`src/rtl/max_pool_engine_pkg.sv`:
```
// Shared definitions for the max-pooling engine: FP16 width, pooling geometry,
// AlexNet pool-layer constants, FSM state encodings and small helpers.
package max_pool_engine_pkg;

    localparam int FP16_W = 16;
    localparam int DATA_W = FP16_W;
    localparam int ADDR_W = 19;
    localparam int POOL_K = 3;
    localparam int POOL_S = 2;
    localparam int SIZE_W = 8;
    localparam int CH_W   = 9;

    // AlexNet pool-layer input geometry (map side / channel count)
    localparam int POOL1_IN_SIZE  = 55;
    localparam int POOL1_CHANNELS = 96;
    localparam int POOL2_IN_SIZE  = 27;
    localparam int POOL2_CHANNELS = 256;
    localparam int POOL5_IN_SIZE  = 13;
    localparam int POOL5_CHANNELS = 256;

    typedef enum logic [2:0] {
        IDLE  = 3'd0,
        READ  = 3'd1,
        DRAIN = 3'd2,
        WRITE = 3'd3,
        DONE  = 3'd4
    } poolState_t;

    // Maps an FP16 value onto an unsigned key whose ordering follows the
    // numeric ordering, with -0 sitting just below +0.
    function automatic logic [FP16_W-1:0] fp16Key(input logic [FP16_W-1:0] v);
        return v[FP16_W-1] ? ~v : {1'b1, v[FP16_W-2:0]};
    endfunction

    // Multiplies an address-width value by a small elaboration-time constant
    // using shifted adds only.
    function automatic logic [ADDR_W-1:0] mulConst(input logic [ADDR_W-1:0] x, input int k);
        logic [ADDR_W-1:0] sum;
        sum = '0;
        for (int i = 0; i < 8; i++) begin
            if (((k >> i) & 1) != 0) begin
                sum = sum + (x << i);
            end
        end
        return sum;
    endfunction

    // Output map side for a given input side.
    function automatic logic [SIZE_W-1:0] outSizeOf(input logic [SIZE_W-1:0] inSize);
        return ((inSize - SIZE_W'(POOL_K)) / SIZE_W'(POOL_S)) + SIZE_W'(1);
    endfunction

endpackage

```
`src/rtl/max_pool_engine_if.sv`:
```
// Control, configuration and layer-RAM bus of the max-pooling engine.
// The engine connects through the slave modport; the controller/RAM side
// uses the master modport.
interface max_pool_engine_if;
    import max_pool_engine_pkg::*;

    logic              poolStart;
    logic [SIZE_W-1:0] cfgInSize;
    logic [CH_W-1:0]   cfgChannels;
    logic [ADDR_W-1:0] cfgInBase;
    logic [ADDR_W-1:0] cfgOutBase;
    logic              layerReadEn;
    logic [ADDR_W-1:0] layerReadAddr;
    logic [DATA_W-1:0] layerReadData;
    logic              layerWriteEn;
    logic [ADDR_W-1:0] writeLayerAddr;
    logic [DATA_W-1:0] writeLayerData;
    logic              poolStatus;

    modport slave (
        input  poolStart, cfgInSize, cfgChannels, cfgInBase, cfgOutBase, layerReadData,
        output layerReadEn, layerReadAddr, layerWriteEn, writeLayerAddr, writeLayerData, poolStatus
    );

    modport master (
        output poolStart, cfgInSize, cfgChannels, cfgInBase, cfgOutBase, layerReadData,
        input  layerReadEn, layerReadAddr, layerWriteEn, writeLayerAddr, writeLayerData, poolStatus
    );

endinterface

```
`src/rtl/max_pool_engine_fp16_max.sv`:
```
// fp16_max: combinational FP16 comparator based on ordered keys.
// Shared with the fully-connected block.
module fp16_max
    import max_pool_engine_pkg::*;
(
    input  logic [FP16_W-1:0] a,
    input  logic [FP16_W-1:0] b,
    output logic              aGtB,
    output logic [FP16_W-1:0] maxVal
);

    // Strict greater-than on ordered keys; ties keep b.
    always_comb begin
        aGtB   = fp16Key(a) > fp16Key(b);
        maxVal = aGtB ? a : b;
    end

endmodule

```
`src/rtl/max_pool_engine.sv`:
```
// max_pool_engine: KxK stride-S FP16 max pooling over a feature map held in
// layer RAM, one window at a time (READ x K*K, DRAIN, WRITE).
// Optional macro POOL_RELU_EN: writes 0 for windows whose max is negative.
module max_pool_engine
    import max_pool_engine_pkg::*;
(
    input logic              clk,
    input logic              poolRst,
    max_pool_engine_if.slave bus
);

    localparam logic [SIZE_W-1:0] K_LAST      = SIZE_W'(POOL_K - 1);
    localparam logic [ADDR_W-1:0] STRIDE_STEP = ADDR_W'(POOL_S);

    poolState_t        state;
    logic [SIZE_W-1:0] outSize;
    logic [SIZE_W-1:0] kx;
    logic [SIZE_W-1:0] ky;
    logic [SIZE_W-1:0] ox;
    logic [SIZE_W-1:0] oy;
    logic [CH_W-1:0]   channels;
    logic [CH_W-1:0]   chanIdx;
    logic [ADDR_W-1:0] inStep;
    logic [ADDR_W-1:0] sIn;
    logic [ADDR_W-1:0] kIn;
    logic [ADDR_W-1:0] rowBase;
    logic [ADDR_W-1:0] winBase;
    logic [ADDR_W-1:0] kRow;
    logic [ADDR_W-1:0] outPtr;
    logic [DATA_W-1:0] acc;
    logic              sampleValid;
    logic              sampleFirst;

    logic              readEn;
    logic [ADDR_W-1:0] readAddr;
    logic              writeEn;
    logic [ADDR_W-1:0] writeAddr;
    logic [DATA_W-1:0] writeData;
    logic              status;

    logic              sampleGt;
    logic [DATA_W-1:0] candMax;
    logic [DATA_W-1:0] accNext;
    logic [DATA_W-1:0] writeValue;
    logic [ADDR_W-1:0] startStep;
    logic [ADDR_W-1:0] rowNext;
    logic [ADDR_W-1:0] winNext;
    logic              lastCol;
    logic              lastRow;
    logic              lastChan;

    assign startStep = {{(ADDR_W - SIZE_W){1'b0}}, bus.cfgInSize};

    fp16_max uMax (
        .a      (bus.layerReadData),
        .b      (acc),
        .aGtB   (sampleGt),
        .maxVal (candMax)
    );

    // Next accumulator value, value to write, and start address of the next window.
    always_comb begin
        accNext = (sampleFirst || sampleGt) ? bus.layerReadData : candMax;
`ifdef POOL_RELU_EN
        writeValue = accNext[DATA_W-1] ? '0 : accNext;
`else
        writeValue = accNext;
`endif
        lastCol  = (ox == outSize - 1'b1);
        lastRow  = (oy == outSize - 1'b1);
        lastChan = (chanIdx == channels - 1'b1);
        rowNext  = lastRow ? rowBase + kIn : rowBase + sIn;
        winNext  = lastCol ? rowNext : winBase + STRIDE_STEP;
    end

    // Window sequencer: address walk, max accumulation and registered outputs.
    always_ff @(posedge clk) begin
        if (poolRst) begin
            state       <= IDLE;
            outSize     <= '0;
            kx          <= '0;
            ky          <= '0;
            ox          <= '0;
            oy          <= '0;
            channels    <= '0;
            chanIdx     <= '0;
            inStep      <= '0;
            sIn         <= '0;
            kIn         <= '0;
            rowBase     <= '0;
            winBase     <= '0;
            kRow        <= '0;
            outPtr      <= '0;
            acc         <= '0;
            sampleValid <= 1'b0;
            sampleFirst <= 1'b0;
            readEn      <= 1'b0;
            readAddr    <= '0;
            writeEn     <= 1'b0;
            writeAddr   <= '0;
            writeData   <= '0;
            status      <= 1'b0;
        end else begin
            sampleValid <= readEn;
            sampleFirst <= readEn && (kx == '0) && (ky == '0);
            if (sampleValid) begin
                acc <= accNext;
            end

            case (state)
                IDLE, DONE: begin
                    if (bus.poolStart) begin
                        outSize  <= outSizeOf(bus.cfgInSize);
                        channels <= bus.cfgChannels;
                        inStep   <= startStep;
                        sIn      <= mulConst(startStep, POOL_S);
                        kIn      <= mulConst(startStep, POOL_K);
                        rowBase  <= bus.cfgInBase;
                        winBase  <= bus.cfgInBase;
                        kRow     <= bus.cfgInBase;
                        readAddr <= bus.cfgInBase;
                        outPtr   <= bus.cfgOutBase;
                        kx       <= '0;
                        ky       <= '0;
                        ox       <= '0;
                        oy       <= '0;
                        chanIdx  <= '0;
                        if (bus.cfgChannels == '0) begin
                            state  <= DONE;
                            status <= 1'b1;
                        end else begin
                            state  <= READ;
                            status <= 1'b0;
                            readEn <= 1'b1;
                        end
                    end
                end

                READ: begin
                    if (kx != K_LAST) begin
                        kx       <= kx + 1'b1;
                        readAddr <= readAddr + 1'b1;
                    end else if (ky != K_LAST) begin
                        kx       <= '0;
                        ky       <= ky + 1'b1;
                        kRow     <= kRow + inStep;
                        readAddr <= kRow + inStep;
                    end else begin
                        kx     <= '0;
                        ky     <= '0;
                        readEn <= 1'b0;
                        state  <= DRAIN;
                    end
                end

                DRAIN: begin
                    writeEn   <= 1'b1;
                    writeAddr <= outPtr;
                    writeData <= writeValue;
                    outPtr    <= outPtr + 1'b1;
                    state     <= WRITE;
                end

                WRITE: begin
                    writeEn <= 1'b0;
                    if (lastCol && lastRow && lastChan) begin
                        state  <= DONE;
                        status <= 1'b1;
                    end else begin
                        if (lastCol) begin
                            ox      <= '0;
                            rowBase <= rowNext;
                            if (lastRow) begin
                                oy      <= '0;
                                chanIdx <= chanIdx + 1'b1;
                            end else begin
                                oy <= oy + 1'b1;
                            end
                        end else begin
                            ox <= ox + 1'b1;
                        end
                        winBase  <= winNext;
                        kRow     <= winNext;
                        readAddr <= winNext;
                        readEn   <= 1'b1;
                        state    <= READ;
                    end
                end

                default: begin
                    state <= IDLE;
                end
            endcase
        end
    end

    assign bus.layerReadEn    = readEn;
    assign bus.layerReadAddr  = readAddr;
    assign bus.layerWriteEn   = writeEn;
    assign bus.writeLayerAddr = writeAddr;
    assign bus.writeLayerData = writeData;
    assign bus.poolStatus     = status;

endmodule
```
`src/flat_wrapper.sv`:
```
// flat-port wrapper written by rule: the top's interface ports become plain ports
module max_pool_engine_flat import max_pool_engine_pkg::*;
  (clk, poolRst, bus_poolStart, bus_cfgInSize, bus_cfgChannels, bus_cfgInBase, bus_cfgOutBase, bus_layerReadData, bus_layerReadEn, bus_layerReadAddr, bus_layerWriteEn, bus_writeLayerAddr, bus_writeLayerData, bus_poolStatus);
  max_pool_engine_if bus_i ();
  input logic clk;
  input logic poolRst;
  input wire logic [$bits(bus_i.poolStart)-1:0] bus_poolStart;
  input wire logic [$bits(bus_i.cfgInSize)-1:0] bus_cfgInSize;
  input wire logic [$bits(bus_i.cfgChannels)-1:0] bus_cfgChannels;
  input wire logic [$bits(bus_i.cfgInBase)-1:0] bus_cfgInBase;
  input wire logic [$bits(bus_i.cfgOutBase)-1:0] bus_cfgOutBase;
  input wire logic [$bits(bus_i.layerReadData)-1:0] bus_layerReadData;
  output wire logic [$bits(bus_i.layerReadEn)-1:0] bus_layerReadEn;
  output wire logic [$bits(bus_i.layerReadAddr)-1:0] bus_layerReadAddr;
  output wire logic [$bits(bus_i.layerWriteEn)-1:0] bus_layerWriteEn;
  output wire logic [$bits(bus_i.writeLayerAddr)-1:0] bus_writeLayerAddr;
  output wire logic [$bits(bus_i.writeLayerData)-1:0] bus_writeLayerData;
  output wire logic [$bits(bus_i.poolStatus)-1:0] bus_poolStatus;
  assign bus_i.poolStart = bus_poolStart;
  assign bus_i.cfgInSize = bus_cfgInSize;
  assign bus_i.cfgChannels = bus_cfgChannels;
  assign bus_i.cfgInBase = bus_cfgInBase;
  assign bus_i.cfgOutBase = bus_cfgOutBase;
  assign bus_i.layerReadData = bus_layerReadData;
  assign bus_layerReadEn = bus_i.layerReadEn;
  assign bus_layerReadAddr = bus_i.layerReadAddr;
  assign bus_layerWriteEn = bus_i.layerWriteEn;
  assign bus_writeLayerAddr = bus_i.writeLayerAddr;
  assign bus_writeLayerData = bus_i.writeLayerData;
  assign bus_poolStatus = bus_i.poolStatus;
  max_pool_engine u_core (.clk(clk), .poolRst(poolRst), .bus(bus_i));
endmodule
```
`config.mk`:
```
export PLATFORM = sky130hd
export DESIGN_NAME = max_pool_engine_flat
export DESIGN_NICKNAME = d
export VERILOG_FILES = /design/src/rtl/max_pool_engine_pkg.sv /design/src/rtl/max_pool_engine_if.sv /design/src/rtl/max_pool_engine_fp16_max.sv /design/src/rtl/max_pool_engine.sv /design/src/flat_wrapper.sv
export SDC_FILE = /design/constraint.sdc
export NUM_CORES = 1
export LEC_CHECK = 0
export CORE_MARGIN = 5
export CORE_UTILIZATION = 45
export CTS_CLUSTER_DIAMETER = 40
export DETAILED_ROUTE_END_ITERATION = 8
export PLACE_DENSITY = 0.76
export SYNTH_ARGS = -nofsm -noshare
export SYNTH_HDL_FRONTEND = slang
export SYNTH_HIERARCHICAL = 1
export SYNTH_SLANG_ARGS = --single-unit
```
`constraint.sdc`:
```
create_clock -name clk -period 5.5 [get_ports clk]
set_clock_uncertainty 0.05 [all_clocks]
set_input_delay 0.825 -clock clk [delete_from_list [all_inputs] [get_ports clk]]
set_output_delay 0.825 -clock clk [all_outputs]
set_load 0.005 [all_outputs]
```
==> impl_metrics.ini, run 1 <==
[critical_path]
crit_chain = inv_1 > ha_1 > nor3b_1 > nor3b_1 > xor3_1 > a211o_1 > nor4_4 > nor2_1 > nor2_1 > a21oi_1 > o221a_2
critPathLaunchType = flip-flop
reg2reg_setup_slack_ns = 1.16
critPathTopFamily = simple AND/OR/NAND/NOR gates
r2r_end = u_core/rowBase[17]
crit_type = flip-flop to flip-flop
crit_buf_inv = 1
cp_max_fo = 12
cp-end-kind = flip-flop
cp.depth = 11
rr_startpoint = u_core/outSize[0]
crit_arrival_ns = 4.71
rr_worst_depth = 11
critPathMaxStageDelay_ns = 0.72
required_ns = 5.87
crit_path_top_delay_cell = nor4_4

[finish]
drive_gt1_frac = 0.06580
design_area_mm2 = 0.01818
ff_latch_area_mm2 = 0.004584
nets = 2205
antenna_cells = 0
num-fill-cells = 3100
area_delta_synth_final_pct = 18.80
multi_input_area_mm2 = 0.01005

[grt]
grt_pass1_vias = 14735
grt_pass1_wl_mm = 73.78
antenna_found_initial = 1
gr-usage-all-layers = 0.2275
grt_overflow = 0
grt_max_degree = 105

[synth]
ys_seq_area_frac = 0.2995
syn_nets = 2141
synth-edff-count = 0
yosys_register_bits = 229
async_reset_ff_frac = 0
ys_warn_count = 6
synth_area_mm2 = 0.01531
synthCells = 1989
syn_area_per_cell_um2 = 7.695
synth.distinct_cells = 88
synth_ff_type = dfxtp_1

[die]
ios = 131
die_w_um = 194.4
core_area_mm2 = 0.03353
dieArea_mm2 = 0.03780
rows = 67
fp.dieH_um = 194.4
initial_utilization = 0.4565

[clocking]
numCtsBuffers = 40
cts.reportedPaths.clkPinSlew_ns = 0.05
cts_tree = yes
postCtsSetupRepairBufs = 0
clk_latency_ns = 0.53
cts.repair.resized = 0
clockBufferDepth = 3
ctsHoldBuffers = 0
cts_sinks = 229
cts_root_buf = clkbuf_16
cts_htree_levels = 2

[placed_design]
place_hpwl_mm = 31.03
dpl-instance-area_mm2 = 0.01682
io_buffer_count = 130
place_congestion = 0.9100

[worst_hold_path]
hold_depth = 2
hold_end = u_core/bus.writeLayerAddr[7]
hold_start = u_core/bus.writeLayerAddr[7]
hp-class = flip-flop to flip-flop

[routing]
num_vias = 15387
drt-total-wl_mm = 45.46
dr.pass1.iters = 5
drtIter0Drc = 1308
antenna_left = 0
highest_layer = met5
wl_met1_mm = 19.24
wl_met3_mm = 2.960
wl_per_cell_um = 17.97
dr_wl_met2_mm = 21.87
drc = 0
vias_per_cell = 6.082

[timing]
setup_viol = 0
timing.final.crit_share = 0.7891
maxSlewViolCount = 0
worstMarginPinSlew_ns = 1.148
rsz0062_at_grt = false
setup_tns_ns = 0
fmaxAchievable_mhz = 230.4
hold_ws_ns = 0.3979
period_minus_slack_ns = 4.340
hold_viol = 0
slew_headroom = 0.2339

[run]
max_cap_viol_count = 0

[power]
irDropWorstVdd_v = 0.0002528
p_leak_nw = 6.709
p_per_area_mw_per_mm2 = 396.6

[status]
status = completed
## stage by stage
step / power [mW] / cells / utilization / setup WS, ns
6_report: 7.212 / 2530 / 0.5423 / 1.160
5_1_grt: 7.608 / 2530 / 0.5423 / 0.9508
4_1_cts: 7.235 / 2530 / 0.5423 / 1.255
3_5_place_dp: 4.647 / 2459 / 0.5015 / 0.8062
3_3_place_gp: 4.566 / 2459 / 0.5015 / 0.9547
2_1_floorplan: 3.898 / 1989 / - / 1.125
## cells in the final DEF, fill, tap and decap left out, types with 8 or more instances in the layout
cell,n
a211o_1,9
a211oi_1,59
a21o_1,12
a21oi_1,176
a221oi_1,13
a22oi_1,8
a311oi_1,13
a31oi_1,36
a32oi_1,17
and2_1,29
and3_1,39
and4_1,8
buf_4,23
clkbuf_16,41
clkdlybuf4s50_1,129
dfxtp_1,229
ha_1,74
inv_1,38
mux2i_1,28
nand2_1,215
nand2b_1,13
nand3_1,81
nand4_1,60
nor2_1,207
nor2b_1,14
nor3_1,37
nor3b_1,9
nor4_1,11
o211ai_1,15
o21a_1,8
o21ai_0,112
o31ai_1,8
or3_1,13
xnor2_1,70
xor2_1,64
## worst reg2reg max path, stage by stage (launching register included)
cell	delay, ns
dfxtp_1	0.36
inv_1	0.08
ha_1	0.27
nor3b_1	0.35
nor3b_1	0.40
xor3_1	0.33
a211o_1	0.33
nor4_4	0.72
nor2_1	0.41
nor2_1	0.54
a21oi_1	0.10
o221a_2	0.31
## final cells by class
class / count / area share
multi-input cells: 1591 / 0.5529
clock inverters: 20 / 0.01397
well taps: 448 / 0.03083
clock buffers: 51 / 0.06124
repair buffers: 153 / 0.08113
inverters: 38 / 0.007844
flip-flops and latches: 229 / 0.2521
## cells by family (layout without fill, tap and decap cells)
logic type / Yosys count / count (layout) / synth area share
DFF: 229 / 229 / 0.2995
muxes: 32 / 32 / 0.02125
buffers and inverters: 169 / 262 / 0.04545
and+or+nand+nor: 781 / 781 / 0.2492
xor gates and xnor gates: 136 / 136 / 0.07970
AOI/OAI and AO/OA: 564 / 564 / 0.2392
adders and majority gates: 78 / 78 / 0.06572
## synthesized netlist by cell type (7+ instances only)
cell type	number	area (um2)
o21a_1	8	60.06
xor2_1	64	560.5
dfxtp_1	229	4584
a211o_1	9	78.83
nand2b_1	13	81.33
o211ai_1	15	112.6
nor3b_1	9	67.56
nor4_1	11	68.82
and4_1	8	70.07
a221oi_1	13	113.9
o21ai_0	112	560.5
mux2i_1	28	280.3
a211oi_1	59	442.9
nor2b_1	14	87.58
nor2_1	212	795.8
and2_1	30	187.7
a22oi_1	8	60.06
ha_1	74	925.9
nand3_1	81	405.4
a31oi_1	37	231.5
and3_1	39	244.0
clkbuf_1	98	367.9
xnor2_1	70	613.1
a21oi_1	176	880.8
nand2_1	216	810.8
inv_1	38	142.6
buf_2	18	90.09
a32oi_1	17	148.9
buf_1	8	30.03
nor3_1	37	185.2
or4_1	7	52.55
a311oi_1	13	113.9
nand4_1	60	375.4
o31ai_1	8	60.06
or3_1	13	81.33
a21o_1	12	90.09
## metal layers
layer	vias to the layer above	GRT usage
li1	7401	-
met5	-	0
met3	114	0.03999
met4	2	0.08464
met1	7283	0.2860
met2	587	0.3908
## sequential cells by signal (all words and copies together) (netlist names), 3 cells and up
name / count
u_core/bus.layerReadAddr: 19
u_core/bus.writeLayerAddr: 19
u_core/kRow: 19
u_core/outPtr: 19
u_core/rowBase: 19
u_core/winBase: 19
u_core/acc: 16
u_core/bus.writeLayerData: 16
u_core/chanIdx: 9
u_core/channels: 9
u_core/kIn: 9
u_core/kx: 8
u_core/ky: 8
u_core/outSize: 8
u_core/ox: 8
u_core/oy: 8
u_core/sIn: 8
u_core/state: 3
## where the power goes
group	internal, mW	switching, mW	total (mW)	leakage, nW
Clock	1.66	0.880	2.55	0.664
Sequential	1.93	0.352	2.28	1.87
Combinational	1.01	1.38	2.39	4.17
## worst max-delay path by stage
| stage | start | endpoint | slack, ns |
|---|---|---|---|
| floorplan | bus_layerReadData[15] | u_core/acc[11] | 1.13 |
| global placement | bus_layerReadData[15] | u_core/acc[15] | 0.95 |
| detailed placement | bus_layerReadData[15] | u_core/acc[13] | 0.81 |
| CTS | u_core/outSize[0] | u_core/rowBase[17] | 1.25 |
| global route | u_core/outSize[0] | u_core/rowBase[17] | 0.95 |
| finish | u_core/outSize[0] | u_core/rowBase[17] | 1.16 |
Note: power is estimated with default switching activity, not from simulation.
==> inputs of run 2 (changes only) <==
- clock period: 5.5 -> 4.55 ns (I/O delays scaled with it)
==> impl_metrics.ini, run 2 (same netlist as run 1, synthesis figures left out) <==
[critical_path]
rr_startpoint = u_core/outSize[0]
required_ns = 4.92
critPathCapture = u_core/winBase[2]
cp-end-kind = flip-flop
critPathLaunchType = flip-flop
crit_start = u_core/outSize[0]
crit_type = flip-flop to flip-flop
critPathMaxStageDelay_ns = 1.02
reg2reg_setup_slack_ns = 0.37
crit_arrival_ns = 4.55
crit_chain = inv_1 > ha_1 > nor3b_1 > nor3b_1 > xor3_1 > a211o_1 > nor4_4 > a21oi_2 > or2_1 > o21ai_0 > o32ai_1
cpMostUsedCell = nor3b_1
rr_worst_depth = 11
cp_max_fo = 31
crit_path_top_delay_cell = or2_1
r2r_end = u_core/winBase[2]

[finish]
design_area_mm2 = 0.01863
mostFrequentLayoutCell = dfxtp_1
drive_gt1_frac = 0.07780
nets = 2224
antenna_cells = 0
final_cell_mix = 229 x dfxtp_1, 215 x nand2_1, 207 x nor2_1, 176 x a21oi_1, 129 x clkdlybuf4s50_1
postLayoutCoreUtil = 0.5556
fin_cells = 2556
num-fill-cells = 3030
area_delta_synth_final_pct = 21.72

[routing]
wl_per_cell_um = 18.17
drtIter0Drc = 1271
drt-total-wl_mm = 46.45
dr.pass1.iters = 6
num_vias = 15490
antenna_left = 0
drc = 0
vias_per_cell = 6.060

[timing]
setup_tns_ns = 0
timing.final.crit_share = 0.9178
fmaxAchievable_mhz = 239.5
setup_viol = 0
slew_headroom = 0.1334
maxSlewViolCount = 0
rsz0062_at_grt = false
worstMarginPinSlew_ns = 1.300
period_minus_slack_ns = 4.176
hold_viol = 0

[grt]
grt_pass1_wl_mm = 75.21
grt_overflow = 0
grt_pass1_vias = 15001
grt_max_degree = 106
antenna_found_initial = 1
gr-usage-all-layers = 0.2336

[power]
combPwrFrac = 0.309
p_per_area_mw_per_mm2 = 505.2
irDropWorstVdd_v = 0.0003364
p_leak_nw = 6.942
power.switching_mw = 3.284
p_sw_frac = 0.3490
p_clk_frac = 0.398
p_seq_frac = 0.293
power.internal_mw = 6.127

[placed_design]
io_buffer_count = 130
place_hpwl_mm = 31.66
dpl-instance-area_mm2 = 0.01692
dp.cells = 2473
place_congestion = 0.8887

[clocking]
clk_latency_ns = 0.54
cts_htree_levels = 2
cts_root_buf = clkbuf_16
cts.reportedPaths.clkPinSlew_ns = 0.05
postCtsSetupRepairBufs = 0
numCtsBuffers = 45
clockBufferDepth = 3
cts_tree = yes
cts.repair.resized = 0
ctsHoldBuffers = 0
cts_sinks = 229

[die]
die_w_um = 194.4
core_area_mm2 = 0.03353
ios = 131
rows = 67
fp.dieH_um = 194.4
initial_utilization = 0.4565
dieArea_mm2 = 0.03780

[run]
max_cap_viol_count = 0

[status]
status = completed

[worst_hold_path]
hp-class = flip-flop to flip-flop
[run 2: changes by cell type in the layout (fill, tap and decap cells not counted), sizes merged]
cell,previous run,this run
clkinvlp,4,3
clkbuf,51,55
buf,24,38
inv,42,43
clkinv,7,9
bufinv,5,11
[run 2: power by group through the flow]
stage / Combinational, mW / Sequential, mW / Clock, mW
after floorplan: 2.08 / 2.63 / 0
after global placement: 2.78 / 2.76 / 0
after detailed placement: 2.86 / 2.78 / 0
after CTS: 2.89 / 2.75 / 3.80
after global routing: 3.20 / 2.81 / 3.91
final: 2.91 / 2.76 / 3.74
[run 2: routing by layer]
layer  GRT usage  up-vias  part of all wire
met5           0        -           0.00015
met4     0.07917        2             0.030
met3     0.03982      114             0.074
met2      0.4094      625              0.48
met1      0.2908     7298              0.41
li1            -     7451                 -
[run 2: critical path, delay by kind of cell, from the launching register on]
kind	cells	cell delay, ns
AO/OA/AOI/OAI	4	1.05
XOR/XNOR	1	0.29
AND/OR/NAND/NOR	4	1.94
buffers and inverters	1	0.08
adder cells (fa/ha/maj)	1	0.28
flip-flops	1	0.36
[run 2: worst min-delay path by stage]
| stage | endpoint | from | cells after the start | slack [ns] |
|---|---|---|---|---|
| 3_3_place_gp | u_core/winBase[0] | u_core/winBase[0] | 2 | 0.39 |
| 4_1_cts | u_core/bus.writeLayerAddr[0] | u_core/bus.writeLayerAddr[0] | 2 | 0.40 |
| 5_1_grt | u_core/bus.writeLayerAddr[12] | u_core/bus.writeLayerAddr[12] | 2 | 0.43 |
| 6_report | u_core/bus.writeLayerAddr[13] | u_core/bus.writeLayerAddr[13] | 2 | 0.40 |
| 2_1_floorplan | u_core/winBase[0] | u_core/winBase[0] | 2 | 0.38 |
| 3_5_place_dp | u_core/winBase[0] | u_core/winBase[0] | 2 | 0.40 |
[run 2: area by class of cell]
type                       instances  area (um2)  area share
clock buffer                      55        1235     0.06629
clock inverter                    28       474.2     0.02545
inverter                          38       142.6    0.007656
timing repair buffer             167        1580     0.08482
tap                              448       560.5     0.03009
multi-input combinational       1591       10050      0.5396
sequential                       229        4584      0.2461
[run 2: per-stage QoR]
step / hold WS, ns / power [mW] / setup slack (ns)
6_report: 0.4001 / 9.412 / 0.3742
4_1_cts: 0.4025 / 9.431 / 0.4979
5_1_grt: 0.4250 / 9.920 / 0.1185
2_1_floorplan: 0.3788 / 4.712 / 0.3176
3_5_place_dp: 0.3950 / 5.646 / 0.5101
3_3_place_gp: 0.3891 / 5.540 / 0.7120
==> inputs of run 3 (changes only) <==
- PLACE_DENSITY: 0.76 -> default
==> impl_metrics.ini, run 3 (same netlist as run 1, synthesis figures left out) <==
[routing]
antenna_left = 0
drtIter0Drc = 1067
dr.pass1.iters = 6
drt-total-wl_mm = 46.45
drc = 0
wl_per_cell_um = 18.17
num_vias = 15080
vias_per_cell = 5.900

[die]
core_area_mm2 = 0.03353
rows = 67
initial_utilization = 0.4565
die_w_um = 194.4
fp.dieH_um = 194.4
ios = 131
dieArea_mm2 = 0.03780

[critical_path]
required_ns = 4.95
cp_max_fo = 28
rr_worst_depth = 11
cp-end-kind = flip-flop
crit_type = flip-flop to flip-flop
critPathLaunchType = flip-flop
crit_arrival_ns = 4.30

[clocking]
clk_latency_ns = 0.55
cts_tree = yes
cts_root_buf = clkbuf_16
ctsHoldBuffers = 0
cts.repair.resized = 0
postCtsSetupRepairBufs = 0
cts.reportedPaths.clkPinSlew_ns = 0.05
cts_htree_levels = 2
cts_sinks = 229
clockBufferDepth = 3
numCtsBuffers = 44

[timing]
setup_tns_ns = 0
fin_ws_ns = 0.6499
rsz0062_at_grt = false
hold_ws_ns = 0.4007
hold_viol = 0
timing.final.crit_share = 0.8572
fmaxAchievable_mhz = 256.4
worstMarginPinSlew_ns = 1.192
maxSlewViolCount = 0
slew_headroom = 0.2055
setup_viol = 0
period_minus_slack_ns = 3.900

[power]
combPwrFrac = 0.325
power.switching_mw = 3.235
p_per_area_mw_per_mm2 = 482.7
p_leak_nw = 6.844
p_sw_frac = 0.3638
irDropWorstVdd_v = 0.0002610
power.internal_mw = 5.656
p_seq_frac = 0.311
p_clk_frac = 0.364

[placed_design]
pre_cts_ws_ns = 0.5251
place_hpwl_mm = 32.83
io_buffer_count = 130
dpl-instance-area_mm2 = 0.01693
place_congestion = 0.8649

[worst_hold_path]
hold_depth = 2
hp-class = flip-flop to flip-flop

[finish]
final_cell_mix = 229 x dfxtp_1, 215 x nand2_1, 208 x nor2_1, 176 x a21oi_1, 129 x clkdlybuf4s50_1
nets = 2225
ff_latch_area_mm2 = 0.004584
drive_gt1_frac = 0.07638
num-fill-cells = 3221
design_area_mm2 = 0.01842
multi_input_area_mm2 = 0.01005
postLayoutCoreUtil = 0.5493
antenna_cells = 0
mostFrequentLayoutCell = dfxtp_1
area_delta_synth_final_pct = 20.34

[status]
status = completed

[grt]
gr-usage-all-layers = 0.2340
grt_max_degree = 100
antenna_found_initial = 0
grt_overflow = 0
grt_pass1_wl_mm = 75.40
grt_pass1_vias = 14241

[run]
max_cap_viol_count = 0
==> run 3: power groups by stage <==
stage                     sequential [mW]  clock (mW)  combinational (mW)
after floorplan                      2.63           0                2.08
after global placement               2.79           0                2.83
after detailed placement             2.80           0                2.87
after CTS                            2.76        3.30                2.89
after global routing                 2.82        3.40                3.21
final                                2.77        3.23                2.89
==> run 3: final timing paths <==
path                                  from                       endpoint  slack (ns)
max reg2reg              u_core/outSize[0]              u_core/winBase[2]        0.65
max                      u_core/outSize[0]              u_core/winBase[2]        0.65
min          u_core/bus.writeLayerAddr[12]  u_core/bus.writeLayerAddr[12]        0.40
min reg2reg  u_core/bus.writeLayerAddr[12]  u_core/bus.writeLayerAddr[12]        0.40
==> run 3: final cells by class <==
class                      instances  area share
tap                              448     0.03043
multi-input combinational       1591      0.5457
inverter                          38    0.007744
clock inverter                    27     0.01664
sequential                       229      0.2489
timing repair buffer             169     0.08661
clock buffer                      54     0.06399
==> run 3: worst max-delay path, stage by stage (launching register included) <==
cell,delay (ns)
dfxtp_1,0.36
inv_1,0.08
ha_1,0.28
nor3b_1,0.34
nor3b_1,0.39
xor3_1,0.26
a211o_1,0.26
nor4_4,0.09
a21oi_2,0.25
or2_1,0.94
o21ai_0,0.23
o32ai_1,0.27
==> run 3: through the flow <==
stage                     instances  power (mW)
final                          2556       8.890
after global routing           2556       9.431
after CTS                      2556       8.948
after detailed placement       2475       5.668
after global placement         2475       5.621
after floorplan                1989       4.712
==> run 3: routing by layer <==
metal,share of wire,global-route usage,vias to the layer above,wire [um]
met5,0,0,-,0
met4,0.022,0.06510,0,1028
met3,0.050,0.03549,65,2323
met2,0.48,0.4009,407,22370
met1,0.45,0.3075,7170,20720
li1,-,-,7438,-
